### config.mk
export PLATFORM = sky130hd
export DESIGN_NAME = pp_resolve_pipe_flat
export DESIGN_NICKNAME = d
export VERILOG_FILES = /design/src/rtl/pp_resolve_pipe_if.sv /design/src/rtl/pp_resolve_pipe.sv /design/src/flat_wrapper.sv
export SDC_FILE = /design/constraint.sdc
export NUM_CORES = 1
export LEC_CHECK = 0
export ABC_AREA = 1
export CAP_MARGIN = 20
export CELL_PAD_IN_SITES_DETAIL_PLACEMENT = 1
export CELL_PAD_IN_SITES_GLOBAL_PLACEMENT = 1
export CORE_MARGIN = 2
export CORE_UTILIZATION = 40
export DETAILED_ROUTE_END_ITERATION = 6
export PLACE_DENSITY = 0.9
export SLEW_MARGIN = 0
export SYNTH_ARGS = -nofsm -noshare
export SYNTH_HDL_FRONTEND = slang
export SYNTH_SLANG_ARGS = --single-unit
### constraint.sdc
create_clock -name clk -period 4.2 [get_ports clk]
set_input_delay 1.05 -clock clk [delete_from_list [all_inputs] [get_ports clk]]
set_output_delay 1.05 -clock clk [all_outputs]
set_load 0.005 [all_outputs]
### src/rtl/pp_resolve_pipe_if.sv
// Handshake and data bundle for pp_resolve_pipe.
// master: upstream/downstream environment side, slave: the resolver itself.
interface pp_resolve_pipe_if #(
   parameter int unsigned width = 32
);
   logic             in_valid;
   logic             in_ready;
   logic [width-1:0] s_u_m;
   logic [width-1:0] c_arr_y;
   logic             out_valid;
   logic             out_ready;
   logic [width-1:0] result;
   logic             ovf;
   logic [1:0]       occupancy;

   modport master (
      output in_valid, s_u_m, c_arr_y, out_ready,
      input  in_ready, out_valid, result, ovf, occupancy
   );

   modport slave (
      input  in_valid, s_u_m, c_arr_y, out_ready,
      output in_ready, out_valid, result, ovf, occupancy
   );
endinterface

### src/rtl/pp_resolve_pipe.sv
// Two-stage carry-save resolver: result = (s_u_m + (c_arr_y << 1)) mod 2^width.
// Stage 1 adds the low halves, stage 2 adds the upper halves plus the low carry.
// Optional macro PP_RESOLVE_OVF_EN enables the ovf flag (upper carry-out OR
// c_arr_y[width-1]); when undefined, ovf is tied to 0.
// width must be even and at least 4.
module pp_resolve_pipe #(
   parameter int unsigned width = 32
) (
   input logic              clk,
   input logic              rst_n,
   pp_resolve_pipe_if.slave bus
);

   localparam int unsigned half = width / 2;

   logic             s1_valid;
   logic             s2_valid;
   logic [half-1:0]  s1_lo;
   logic             s1_cout;
   logic [half-1:0]  s1_s_hi;
   logic [half-1:0]  s1_c_hi;
   logic [width-1:0] result_q;
   logic [1:0]       occ_q;

   logic [half:0]    lo_sum;
   logic             s2_load;
   logic             s1_adv;
   logic             in_rdy;
   logic             in_fire;
   logic             out_fire;

`ifdef PP_RESOLVE_OVF_EN
   logic             s1_c_top;
   logic             ovf_q;
   logic [half:0]    hi_sum;
`else
   logic [half-1:0]  hi_sum;
`endif

   // Handshake: stage 2 loads when empty or draining; stage 1 follows it.
   always_comb begin
      s2_load  = !s2_valid || bus.out_ready;
      s1_adv   = s1_valid && s2_load;
      in_rdy   = !s1_valid || s1_adv;
      in_fire  = bus.in_valid && in_rdy;
      out_fire = s2_valid && bus.out_ready;
   end

   // Low-half add; the shifted carry row contributes a 0 at bit 0.
   always_comb begin
      lo_sum = {1'b0, bus.s_u_m[half-1:0]} + {1'b0, bus.c_arr_y[half-2:0], 1'b0};
   end

   // Upper-half add from the registered halves plus the stage-1 carry.
   always_comb begin
`ifdef PP_RESOLVE_OVF_EN
      hi_sum = {1'b0, s1_s_hi} + {1'b0, s1_c_hi} + {{half{1'b0}}, s1_cout};
`else
      hi_sum = s1_s_hi + s1_c_hi + {{(half-1){1'b0}}, s1_cout};
`endif
   end

   // Stage valid flags and occupancy count.
   always_ff @(posedge clk or negedge rst_n) begin
      if (!rst_n) begin
         s1_valid <= 1'b0;
         s2_valid <= 1'b0;
         occ_q    <= '0;
      end else begin
         if (in_fire)
            s1_valid <= 1'b1;
         else if (s1_adv)
            s1_valid <= 1'b0;
         if (s2_load)
            s2_valid <= s1_valid;
         case ({in_fire, out_fire})
            2'b10:   occ_q <= occ_q + 2'd1;
            2'b01:   occ_q <= occ_q - 2'd1;
            default: occ_q <= occ_q;
         endcase
      end
   end

   // Stage-1 datapath capture; upper carry half is the row shifted by one.
   always_ff @(posedge clk) begin
      if (in_fire) begin
         s1_lo   <= lo_sum[half-1:0];
         s1_cout <= lo_sum[half];
         s1_s_hi <= bus.s_u_m[width-1:half];
         s1_c_hi <= bus.c_arr_y[width-2:half-1];
      end
   end

   // Output register; holds while the consumer stalls.
   always_ff @(posedge clk or negedge rst_n) begin
      if (!rst_n)
         result_q <= '0;
      else if (s1_adv)
         result_q <= {hi_sum[half-1:0], s1_lo};
   end

`ifdef PP_RESOLVE_OVF_EN
   // Carry row MSB is lost by the shift; carry it along with stage 1.
   always_ff @(posedge clk) begin
      if (in_fire)
         s1_c_top <= bus.c_arr_y[width-1];
   end

   // Overflow flag travels with its result.
   always_ff @(posedge clk or negedge rst_n) begin
      if (!rst_n)
         ovf_q <= 1'b0;
      else if (s1_adv)
         ovf_q <= hi_sum[half] | s1_c_top;
   end

   assign bus.ovf = ovf_q;
`else
   assign bus.ovf = 1'b0;
`endif

   assign bus.in_ready  = in_rdy;
   assign bus.out_valid = s2_valid;
   assign bus.result    = result_q;
   assign bus.occupancy = occ_q;

endmodule

### src/flat_wrapper.sv
// flat-port wrapper written by rule: the top's interface ports become plain ports
module pp_resolve_pipe_flat 
#(
   parameter int unsigned width = 32
)
  (clk, rst_n, bus_in_valid, bus_s_u_m, bus_c_arr_y, bus_out_ready, bus_in_ready, bus_out_valid, bus_result, bus_ovf, bus_occupancy);
  pp_resolve_pipe_if #(.width(width)) bus_i ();
  input logic clk;
  input logic rst_n;
  input wire logic [$bits(bus_i.in_valid)-1:0] bus_in_valid;
  input wire logic [$bits(bus_i.s_u_m)-1:0] bus_s_u_m;
  input wire logic [$bits(bus_i.c_arr_y)-1:0] bus_c_arr_y;
  input wire logic [$bits(bus_i.out_ready)-1:0] bus_out_ready;
  output wire logic [$bits(bus_i.in_ready)-1:0] bus_in_ready;
  output wire logic [$bits(bus_i.out_valid)-1:0] bus_out_valid;
  output wire logic [$bits(bus_i.result)-1:0] bus_result;
  output wire logic [$bits(bus_i.ovf)-1:0] bus_ovf;
  output wire logic [$bits(bus_i.occupancy)-1:0] bus_occupancy;
  assign bus_i.in_valid = bus_in_valid;
  assign bus_i.s_u_m = bus_s_u_m;
  assign bus_i.c_arr_y = bus_c_arr_y;
  assign bus_i.out_ready = bus_out_ready;
  assign bus_in_ready = bus_i.in_ready;
  assign bus_out_valid = bus_i.out_valid;
  assign bus_result = bus_i.result;
  assign bus_ovf = bus_i.ovf;
  assign bus_occupancy = bus_i.occupancy;
  pp_resolve_pipe #(.width(width)) u_core (.clk(clk), .rst_n(rst_n), .bus(bus_i));
endmodule
# [After elaboration in Yosys (flattened, before gate mapping)]
# Cells that the tools add are included.
[classes] div_mod_pow=0 eq_ne=2 add_sub_neg=5 n_mux=3 bitwise_logic=0 n_reduce_logical=9 mul=0 n_lt_le_gt_ge=0 shift=0
[ops] op="16-bit by 16-bit adder with 17-bit output" n=1
[ops] op="16-bit by 1-bit adder with 16-bit output" n=1
[ops] op="16-bit adder" n=1
[ops] op="2-bit case mux with 2 select lines" n=1
[ops] op="2-bit nonzero test" n=2
[ops] op="1-bit logical AND" n=3
[ops] op="2-bit by 1-bit adder with 2-bit output (second input constant)" n=1
[ops] op="2-bit by 1-bit equality test with 1-bit output (second input constant)" n=1
[ops] op="2-bit equality test (second input constant)" n=1
[ops] op="1-bit zero test" n=2
[ops] op="1-bit logical OR" n=2
[ops] op="1-bit 2-to-1 mux" n=2
[ops] op="2-bit by 1-bit subtractor with 2-bit output (second input constant)" n=1
[totals] latch_bits=0 output_inout_bits=37 elab_cells=27 inputBits=68 ff_bits=85 ram_bits=0 mem_bits_ro=0 memories=0

# [Depth between registers and ports, before layout]
[logic_depth] depth_word=7 ltp_mapped=11 depth_no_buf=11

# [Least setup slack after synthesis]
# No wires, ideal clock.
[synth_path] path_kind="in2reg" from="input bus_out_ready" to="register u_core.s1_c_hi[0], enable pin" required_ns=3.797 arrival_ns=2.259 setup_ns=0.403 setup_slack_ns=1.538 path_stages=4 path_buffers=0 cell_sequence="inv_1 -> nand3_1 -> nand2_1 -> inv_1"
[synth_between] elab_chain_cells=4
[synth_rtl] item="from (decl)" line_no="flat_wrapper.sv:13" rtl="input wire logic [$bits(bus_i.out_ready)-1:0] bus_out_ready;"
[synth_rtl] item="1-bit logical OR" line_no="pp_resolve_pipe.sv:42" rtl="s2_load = !s2_valid || bus.out_ready;"
[synth_rtl] item="1-bit logical AND" line_no="pp_resolve_pipe.sv:43" rtl="s1_adv = s1_valid && s2_load;"
[synth_rtl] item="1-bit logical OR" line_no="pp_resolve_pipe.sv:44" rtl="in_rdy = !s1_valid || s1_adv;"
[synth_rtl] item="named net bus_in_ready" line_no="flat_wrapper.sv:14" rtl="output wire logic [$bits(bus_i.in_ready)-1:0] bus_in_ready;"
[synth_rtl] item="1-bit logical AND" line_no="pp_resolve_pipe.sv:45" rtl="in_fire = bus.in_valid && in_rdy;"
[synth_rtl] item="named net u_core.in_fire" line_no="pp_resolve_pipe.sv:29" rtl="logic in_fire;"
[synth_rtl] item="to (signal assigned)" line_no="pp_resolve_pipe.sv:90" rtl="s1_c_hi <= bus.c_arr_y[width-2:half-1];"
[synth_rtl] item="to (decl)" line_no="pp_resolve_pipe.sv:21" rtl="logic [half-1:0] s1_c_hi;"
# The timed path passes the listed nets, and every way through them passes these cells.
# A chain may end at the register's enable or synchronous reset.

# [Final worst setup path]
[layout_path] from="input bus_out_ready" to="output bus_in_ready"
[layout_between] elab_chain_cells=3
[layout_rtl] item="1-bit logical OR" line_no="pp_resolve_pipe.sv:42"
[layout_rtl] item="1-bit logical AND" line_no="pp_resolve_pipe.sv:43"
[layout_rtl] item="1-bit logical OR" line_no="pp_resolve_pipe.sv:44"
[layout_rtl] item="to (decl)" line_no="flat_wrapper.sv:14"
# Every way passes these cells.

==> reports/metrics.csv <==
metric;value;unit
outcome;finished, final reports clean;
Core Box Area;10900;µm²
Final Slew Violations;0;
pin count of the biggest net entering global routing;50;
clk_skew;12.7;ps
Finish-stage setup viols;0;
Post-CTS Hold Buffers;0;
synth cell count leaders;nand2_1 (194), inv_1 (54), edfxtp_1 (49);
main combinational cell family by area after synthesis;simple AND/OR/NAND/NOR gates;
MaxCap Viol Count;0;
R2R depth;11;
RSZ-0062 raised after global routing;no;
Pre-antenna DRT Iters;4;
Final ANT Viol Nets;0;
vias in the first global route;4052;
Worst Hold Class;reg2reg;
Die Span Y;110;µm
CTS max path bufs;2;
Main synth FF type;edfxtp_1;
worst path cell trace;clkdlybuf4s50_1 > inv_1 > nand3_1 > clkdlybuf4s50_1;
Final Critical Period;3240;ps
fmax;308;MHz
pwr/cell area;424;nW/µm²
non-filler cells, final;751;
Slew headroom;42.5;%
Die Area;12100;µm²
Arr. time, crit path;2190;ps
syn avg cell area;9.00;µm²
I/O Buffers;102;
FF-to-FF setup slack;2170;ps
simple-gate area share of the yosys netlist;24.8;%
crit end category;primary output;
Placer Congestion;0.843;
reg2reg start;u_core.s1_c_hi[0];
Seq/Total Area, Yosys;52.9;%
Worst VDD drop;0.147;mV
initial antenna violation count;0;
clock latency on the worst-skew pair;350;ps
remaining global-route overflow;0;
Root Driver;clkbuf_8;
first-pass GRT wire length;18400;µm
die width;110;µm
cts bufs inserted;9;
diodes inserted;0;
Area Growth Syn to Fin;30.2;%
compound-gate portion of the synthesized area;3.88;%
Post-synth EDFFs;49;
Detailed Route Iter0 Violations;126;
Total Wirelength;11300;µm
drt via density;4.95;
top-count cell post-synth;nand2_1;
Synthesized Nets;599;
Resized cells post-CTS;0;
flops & latches, synth;85;
Top delay family on crit path;buffers and inverters;
io pins;105;
dpl cells;734;
CTS clock-pin slew for the worst setup and hold paths;80;ps
Top cell by count, worst path;clkdlybuf4s50_1;
area of the mapped netlist;4480;µm²
synth top area cells;edfxtp_1 (33%), dfrtp_1 (20%), nand2_1 (16%);
Synth Area in Adders;9.72;%
Netlist cell types;29;
# clock sinks;85;
yosys warns;0;
Post CTS Setup Buffer Count;0;
fin crit share;77.2;%
end of the critical path;bus_in_ready;
CP Depth;4;
Worst setup SP type;primary input;
Mapped Cells;498;
DRC errors left;0;
crit-path max FO;3;
slowest CP cell;clkdlybuf4s50_1;
Initial Utilization;41.2;%
hold path start;u_core.s1_lo[1];
Synth top area share;32.8;%
Crit. Startpoint;bus_out_ready;
share of cells above drive strength 1;4.26;%
Synth Area in XOR/XNOR;3.13;%
Final HPWL DP;8360;µm
Yosys top cell by area;edfxtp_1;
CTS tree;built;
CP Class;in2out;
Routed WL per cell;15.0;µm
leakage;0.00275;µW
FF-to-FF End;u_core.bus.result[24];
setup_tns;0;ps
Max stage delay on crit path;520;ps
Rows;38;
H-tree levels;3;
Layout Nets;707;
Fin. Hold Viols;0;
GRT Util Overall;19.7;%
via count;3720;
Post-synth ARST share;42.4;%
Worst EP required;3150;ps
Tightest Pin Transition;863;ps
Buf/Inv on CP;3;
multiplexer share of the synthesized area;0;%
-- stage by stage --
step	total power [µW]	util [%]	setup WS (ps)	hold slack (ps)	cell area [µm²]
after floorplan	1530	-	1540	418	4480
after global placement	1930	51.8	952	421	5640
after detailed placement	1980	51.8	948	431	5640
after CTS	2490	53.3	947	455	5810
after global routing	2630	53.6	907	480	5840
final	2470	53.6	956	451	5840
-- sequential cells by signal (all words and copies together) (netlist names) --
signal                cells
u_core.bus.result        32
u_core.s1_c_hi           16
u_core.s1_lo             16
u_core.s1_s_hi           16
u_core.bus.occupancy      2
u_core.bus.out_valid      1
u_core.s1_cout            1
u_core.s1_valid           1
-- power by group --
part           switching [µW]  total, µW  internal, µW
clock network             296        509           213
logic                     397        811           414
registers                89.8       1150          1060
-- cells in the final DEF, fill, tap and decap left out, drive strengths merged --
cell type,n
o21ai,8
buf,3
inv,55
or2,4
clkinvlp,2
a21o,2
xnor2,6
fa,3
nand2,199
o21bai,1
clkinv,4
clkdlybuf4s50,101
conb,1
ha,30
dfrtp,36
nand4,3
nand3b,4
a31oi,2
nor2,21
nand3,32
nor3,5
clkbuf,10
xor2,10
edfxtp,49
and2,1
a21oi,19
-- per-layer routing --
| layer | vias up | global-route usage (%) | part of all wire, % |
|---|---|---|---|
| met4 | 0 | 6.06 | 1.4 |
| met1 | 1804 | 20.8 | 39 |
| met3 | 15 | 4.62 | 4.9 |
| li1 | 1823 | - | - |
| met2 | 78 | 38.0 | 54 |
| met5 | - | 0 | 0 |
-- worst register-to-register path, cell delays in order, from the launching register on --
cell      delay (ps)
edfxtp_1         420
fa_1             470
inv_1             90
fa_1             210
inv_1             70
nand3_1           60
nand3_1          160
nand2_1          100
nand3_1           90
nand2_1           70
nand2_1           50
o21ai_0          170
-- final cells by class --
cell class	instances	area, µm²
clock buffer	10	128
clock inverter	6	40.0
fill	1272	5050
inverter	55	206
multi-input combinational	351	1860
sequential	85	2370
tap	140	175
timing repair buffer	104	1050
-- worst min-delay path by stage --
stage | to | slack, ps | cells after the start
after global placement | u_core.bus.result[5] | 420 | 2
final | u_core.bus.result[1] | 450 | 2
after detailed placement | u_core.bus.result[4] | 430 | 2
after CTS | u_core.bus.result[1] | 450 | 2
after floorplan | u_core.bus.result[0] | 420 | 2
after global routing | u_core.bus.result[7] | 480 | 2
-- cells by family after synthesis --
kind of cell | count (synthesis)
AOI/OAI and AO/OA | 32
xor gates and xnor gates | 16
adders and majority gates | 33
buffers and inverters | 62
DFF | 85
other | 1
and+or+nand+nor | 269
Power figures use the tool's default switching activity.
